===== src/rtl/sum_uart_tx_pkg.sv =====
// sum_tx_pkg: shared types and sizing helpers for the sum UART transmitter.
package sum_tx_pkg;
  typedef enum logic [1:0] {IDLE, START, DATA, STOP} tx_state_e;
  localparam int UART_FRAME_BITS = 10;
  function automatic int cnt_w(input int n);
    return $clog2(n);
  endfunction
endpackage


===== src/rtl/sum_uart_tx_if.sv =====
// sum_uart_tx_if: trigger, payload and serial/status signals of the sum UART transmitter.
interface sum_uart_tx_if #(parameter int DATA_W = 8);
  logic [DATA_W-1:0] data_in;
  logic send;
  logic clr_ovr;
  logic tx;
  logic busy;
  logic done;
  logic overrun;
  modport master (output data_in, send, clr_ovr, input tx, busy, done, overrun);
  modport slave (input data_in, send, clr_ovr, output tx, busy, done, overrun);
endinterface


===== src/rtl/sum_uart_tx_sync_rise.sv =====
// sync_rise: 2-FF synchroniser plus delay flop; rise is high for one cycle per low->high input edge.
module sync_rise (
  input  logic clk,
  input  logic rst_n,
  input  logic in,
  output logic rise
);
  logic [2:0] s_q, s_d;
  always_comb s_d = {s_q[1:0], in};
  always_ff @(posedge clk or negedge rst_n)
    if (!rst_n) s_q <= '0;
    else s_q <= s_d;
  assign rise = s_q[1] & ~s_q[2];
endmodule


===== src/rtl/sum_uart_tx.sv =====
// sum_uart_tx: sends the adder sum as one 8N1 UART frame per rising edge of send.
module sum_uart_tx
  import sum_tx_pkg::*;
#(
  parameter int CLKS_PER_BIT = 16,
  parameter int DATA_W = 8
) (
  input logic clk,
  input logic rst_n,
  sum_uart_tx_if.slave bus
);
  localparam int CW = cnt_w(CLKS_PER_BIT);
  localparam int BW = cnt_w(DATA_W);
  localparam logic [CW-1:0] LAST = CW'(CLKS_PER_BIT - 1);
  localparam logic [BW-1:0] BLAST = BW'(DATA_W - 1);
  if (CLKS_PER_BIT < 2 || CLKS_PER_BIT > 65535) begin : g_bad_cpb
    $error("CLKS_PER_BIT must be in 2..65535");
  end
  tx_state_e state_q, state_d;
  logic [CW-1:0] cnt_q, cnt_d;
  logic [BW-1:0] idx_q, idx_d;
  logic [DATA_W-1:0] sh_q, sh_d;
  logic tx_q, tx_d, busy_q, busy_d, done_q, done_d, ovr_q, ovr_d;
  logic rise, wrap;
  sync_rise u_sync (.clk(clk), .rst_n(rst_n), .in(bus.send), .rise(rise));
  assign wrap = cnt_q == LAST;
  always_ff @(posedge clk or negedge rst_n)
    if (!rst_n) begin
      state_q <= IDLE;
      cnt_q <= '0;
      idx_q <= '0;
      sh_q <= '0;
      tx_q <= 1'b1;
      busy_q <= 1'b0;
      done_q <= 1'b0;
      ovr_q <= 1'b0;
    end else begin
      state_q <= state_d;
      cnt_q <= cnt_d;
      idx_q <= idx_d;
      sh_q <= sh_d;
      tx_q <= tx_d;
      busy_q <= busy_d;
      done_q <= done_d;
      ovr_q <= ovr_d;
    end
  // A rise during the done cycle still counts as busy and is dropped.
  always_comb begin
    state_d = state_q;
    cnt_d = (state_q == IDLE || wrap) ? '0 : cnt_q + 1'b1;
    idx_d = idx_q;
    sh_d = sh_q;
    case (state_q)
      IDLE: if (rise && !done_q) begin
        state_d = START;
        sh_d = bus.data_in;
      end
      START: if (wrap) begin
        state_d = DATA;
        idx_d = '0;
      end
      DATA: if (wrap) begin
        state_d = (idx_q == BLAST) ? STOP : DATA;
        idx_d = idx_q + 1'b1;
        sh_d = sh_q >> 1;
      end
      STOP: if (wrap) state_d = IDLE;
      default: state_d = IDLE;
    endcase
  end
  always_comb begin
    tx_d = (state_d == START) ? 1'b0 : (state_d == DATA) ? sh_d[0] : 1'b1;
    busy_d = state_d != IDLE;
    done_d = state_q == STOP && state_d == IDLE;
    ovr_d = (rise && (state_q != IDLE || done_q)) || (ovr_q && !bus.clr_ovr);
  end
  assign bus.tx = tx_q;
  assign bus.busy = busy_q;
  assign bus.done = done_q;
  assign bus.overrun = ovr_q;
endmodule


===== src/flat_wrapper.sv =====
// flat-port wrapper written by rule: the top's interface ports become plain ports
module sum_uart_tx_flat import sum_tx_pkg::*;
#(
  parameter int CLKS_PER_BIT = 16,
  parameter int DATA_W = 8
)
  (clk, rst_n, bus_data_in, bus_send, bus_clr_ovr, bus_tx, bus_busy, bus_done, bus_overrun);
  sum_uart_tx_if #(.DATA_W(DATA_W)) bus_i ();
  input logic clk;
  input logic rst_n;
  input wire logic [$bits(bus_i.data_in)-1:0] bus_data_in;
  input wire logic [$bits(bus_i.send)-1:0] bus_send;
  input wire logic [$bits(bus_i.clr_ovr)-1:0] bus_clr_ovr;
  output wire logic [$bits(bus_i.tx)-1:0] bus_tx;
  output wire logic [$bits(bus_i.busy)-1:0] bus_busy;
  output wire logic [$bits(bus_i.done)-1:0] bus_done;
  output wire logic [$bits(bus_i.overrun)-1:0] bus_overrun;
  assign bus_i.data_in = bus_data_in;
  assign bus_i.send = bus_send;
  assign bus_i.clr_ovr = bus_clr_ovr;
  assign bus_tx = bus_i.tx;
  assign bus_busy = bus_i.busy;
  assign bus_done = bus_i.done;
  assign bus_overrun = bus_i.overrun;
  sum_uart_tx #(.CLKS_PER_BIT(CLKS_PER_BIT), .DATA_W(DATA_W)) u_core (.clk(clk), .rst_n(rst_n), .bus(bus_i));
endmodule

===== config.mk =====
export PLATFORM = sky130hd
export DESIGN_NAME = sum_uart_tx_flat
export DESIGN_NICKNAME = d
export VERILOG_FILES = /design/src/rtl/sum_uart_tx_pkg.sv /design/src/rtl/sum_uart_tx_if.sv /design/src/rtl/sum_uart_tx_sync_rise.sv /design/src/rtl/sum_uart_tx.sv /design/src/flat_wrapper.sv
export SDC_FILE = /design/constraint.sdc
export NUM_CORES = 1
export LEC_CHECK = 0
export CORE_MARGIN = 2
export CORE_UTILIZATION = 35
export CTS_CLUSTER_DIAMETER = 30
export DETAILED_ROUTE_END_ITERATION = 12
export PLACE_DENSITY_LB_ADDON = 0.12
export SETUP_SLACK_MARGIN = 0.5
export SLEW_MARGIN = 20
export SYNTH_ARGS = -nofsm -noshare
export SYNTH_HDL_FRONTEND = slang
export SYNTH_SLANG_ARGS = --single-unit

===== constraint.sdc =====
create_clock -name clk -period 3.2 [get_ports clk]
set_input_delay 0.32 -clock clk [delete_from_list [all_inputs] [get_ports clk]]
set_output_delay 0.32 -clock clk [all_outputs]
set_load 0.01 [all_outputs]

==> impl_metrics.yaml <==
status:
  outcome: "finished, final reports clean"
drt:
  initialDrtViolationCount: 12
  dr_wl_met3_um: 93
  remaining_antenna_violation_count: 0
  drt-vias-per-instance: 5.01
  wirelength_um: 1910
  length_of_routed_wiring_on_met1_um: 928
  via_count: 737
  topRoutingLayerUsed: "met4"
  drt-wirelength-per-cell_um: 13.0
  met2_length_um: 866
  drt_pre_antenna_iters: 4
  route.detailed.drc: 0
logic_synthesis:
  mean_instance_size_in_the_synthesized_netlist_sq_um: 11.0
  ys_ff_latch: 24
  seq_area_frac_synth_pct: 56.1
  yosys.cell_count.top_type: "dfrtp_1"
  synth_cell_type_count: 32
  yosysWarningCount: 0
  post_synth_most_frequent_cells: "dfrtp_1 (23), nand2_1 (16), nor2_1 (8)"
  postSynth.topFlopCell: "dfrtp_1"
  synthDominantAreaCellType: "dfrtp_1"
  synth_enable_flop_cells: 0
  synth_async_sr_flop_share_pct: 100
  fraction_of_synthesized_cell_area_taken_by_the_top_area_cell_type_pct: 53.6
  syn_inst: 98
  post_synth_main_area_contributors: "dfrtp_1 (54%), nand2_1 (5.6%), a22oi_1 (4.2%), ha_1 (3.5%), a22o_2 (2.8%)"
  synthesis.nets: 113
  synth.cell_area_sq_um: 1070
critical_path:
  timing.critical_path.slowest_cell_delay_ns: 0.67
  critical_path.cell_chain: "nor3_2 > and2_1 > or3_4 > or2_1"
  worstSetupStartpointType: "flop"
  r2r_start: "u_core.state_q[0]"
  timing.critical_path.max_delay_family: "simple AND/OR/NAND/NOR gates"
  number_of_buffer_and_inverter_stages_on_the_critical_path: 0
  endpoint_kind: "flop"
  timing.critical_path.fanout_max: 16
  timing.critical_path.from: "u_core.state_q[0]"
  crit_path_top_delay_cell: "dfrtp_1"
  arrival_ns: 2.00
  critical_path_class: "flop to flop"
  crit_required_ns: 3.41
floorplan:
  floorplan.rows: 20
  die_h_um: 59.4
  die_area_sq_um: 3530
  design.portCount: 16
  core-area_sq_um: 2980
  dieWidth_um: 59.4
  initial_core_util_pct: 36.1
timing:
  worst_slack_ns: 1.42
  worst_skew_ns: 0.00996
  report.final.slew_viol_count: 0
  timing.final.hold_violations: 0
  report.final.setup_viol: 0
  max_freq_mhz: 561
  max-slew-margin-rel_pct: 66.9
  rsz_0062_raised_after_global_routing: "false"
  finalWorstPathRequiredPeriod_ns: 1.78
  setup_tns_ns: 0
  max_slew.worst_pin.slew_ns: 0.497
  layout_worst_path_cycle_share_pct: 55.8
final_layout:
  post_route_cells_drive_above_1_share_pct: 13.2
  finalNetCount: 130
  layout.area.seq_sq_um: 602
  insertedDiodeCount: 0
  num-fill-cells: 282
  area.growth.synth_to_final_pct: 21.0
  area_of_the_multi_input_gates_sq_um: 423
power:
  p_leak_nw: 0.599
  total_power_w: 0.000975
  power.density_cell_area_nw_per_um2: 751
  worst_ir_drop_vdd_uv: 396
global_route:
  grt_overflow_total: 0
  antenna_found_initial: 0
  first_global_vias: 740
  grt_max_degree: 25
  globalRouteTotalUtil_pct: 12.4
  grt_first_pass_wirelength_um: 3270
placement:
  place.port_buffers: 15
  pre_cts_ws_ns: 1.42
  gp_routability_congestion: 0.692
  dp_hpwl_um: 1320
clocking:
  worst_setup_hold_path_clk_slew_ns: 0.14
  cts_buffer_depth: 2
  clockRootBuffer: "clkbuf_4"
  cts_post_setup_buffers_inserted: 0
  postCtsHoldBufs: 0
  cts.sink_count: 24
  cts.htree.levels: 1
  clk-insertion-delay-late_ns: 0.32
  cts_tree: "yes"
  cts_made_buffers: 3
  ctsResizeCount: 0
hold_path:
  hold_path.class: "primary input to asynchronous set/reset pin"
run:
  cap_viol_max_count: 0
==> power breakdown <==
group / switching (W) / total (W) / leakage [nW] / internal (W)
clock: 0.0000933 / 0.000220 / 0.0279 / 0.000127
sequential: 0.0000965 / 0.000504 / 0.295 / 0.000408
combinational: 0.000116 / 0.000251 / 0.276 / 0.000134
total: 0.000306 / 0.000975 / 0.599 / 0.000669
==> layout make-up <==
class	instances	area share (%)
Inverter	6	1.73
Sequential cell	24	46.3
Clock inverter	1	2.31
Tap cell	33	3.18
Multi-Input combinational cell	64	32.6
Timing Repair Buffer	16	12.1
Clock buffer	3	1.73
==> per-stage QoR <==
step | util (%) | area, sq um | instances | hold slack (ns)
detailed placement | 41.8 | 1250 | 143 | 0.342
CTS | 43.6 | 1300 | 147 | 0.340
finish | 43.6 | 1300 | 147 | 0.337
global route | 43.6 | 1300 | 147 | 0.346
floorplan | - | 1070 | 98 | 0.0244
global placement | 41.8 | 1250 | 143 | 0.337
==> metal layers <==
metal	vias to the layer above	global-route usage, %
li1	372	-
met5	-	0
met3	2	3.93
met4	0	4.87
met1	348	15.8
met2	15	19.3
==> logic make-up after synthesis <==
kind of cell             synth area share (%)
AO/OA/AOI/OAI                            15.3
flip-flops                               56.1
AND/OR/NAND/NOR                          18.2
XOR/XNOR                                 2.45
adder cells (fa/ha/maj)                  3.50
buffers and inverters                    4.54
==> path summary, 6_finish.rpt <==
check / slack, ns / depth (start not counted) / to
worst max-delay path: 1.42 / 4 / u_core.bus.busy
worst min-delay path: 0.34 / 2 / u_core.sh_q[5]
worst max register to register: 1.42 / 4 / u_core.bus.busy
worst min register to register: 0.37 / 0 / u_core.u_sync.s_q[1]
max in group asynchronous: 2.57 / 2 / u_core.bus.tx
min in group clk: 0.37 / 0 / u_core.u_sync.s_q[1]
==> registers in the layout, summed over array words and instances, names as in the netlist <==
name                cells
u_core.bus.busy         1
u_core.bus.overrun      1
u_core.bus.done         1
u_core.idx_q            3
u_core.bus.tx           1
u_core.state_q          2
u_core.u_sync.s_q       3
u_core.sh_q             8
u_core.cnt_q            4
==> cells in the final DEF (no fill, tap or decap) <==
master           instances
o31a_1                   1
a2bb2oi_2                1
nor3_2                   1
a22o_1                   1
nor3b_1                  1
clkdlybuf4s50_1         15
xor2_1                   2
buf_4                    1
a22oi_1                  6
and2_1                   1
a21o_1                   1
o21ai_0                  4
a221oi_2                 1
clkbuf_4                 3
nor4_1                   1
bufinv_16                1
nor3_1                   1
nor3b_2                  1
or2_1                    1
nor2_1                   8
or3_4                    1
nand3_1                  2
and3_4                   1
ha_1                     3
o32ai_1                  1
a22o_2                   3
xnor2_1                  1
inv_1                    6
dfrtp_1                 23
nand2_1                 16
dfstp_2                  1
nand4_1                  2
nor2b_1                  1
a21oi_1                  1
==> worst register-to-register path, stage by stage (launching register included) <==
cell     delay [ns]
dfrtp_1        0.67
nor3_2         0.12
and2_1         0.31
or3_4          0.37
or2_1          0.21
No activity file was read; power rests on OpenSTA's default activity.
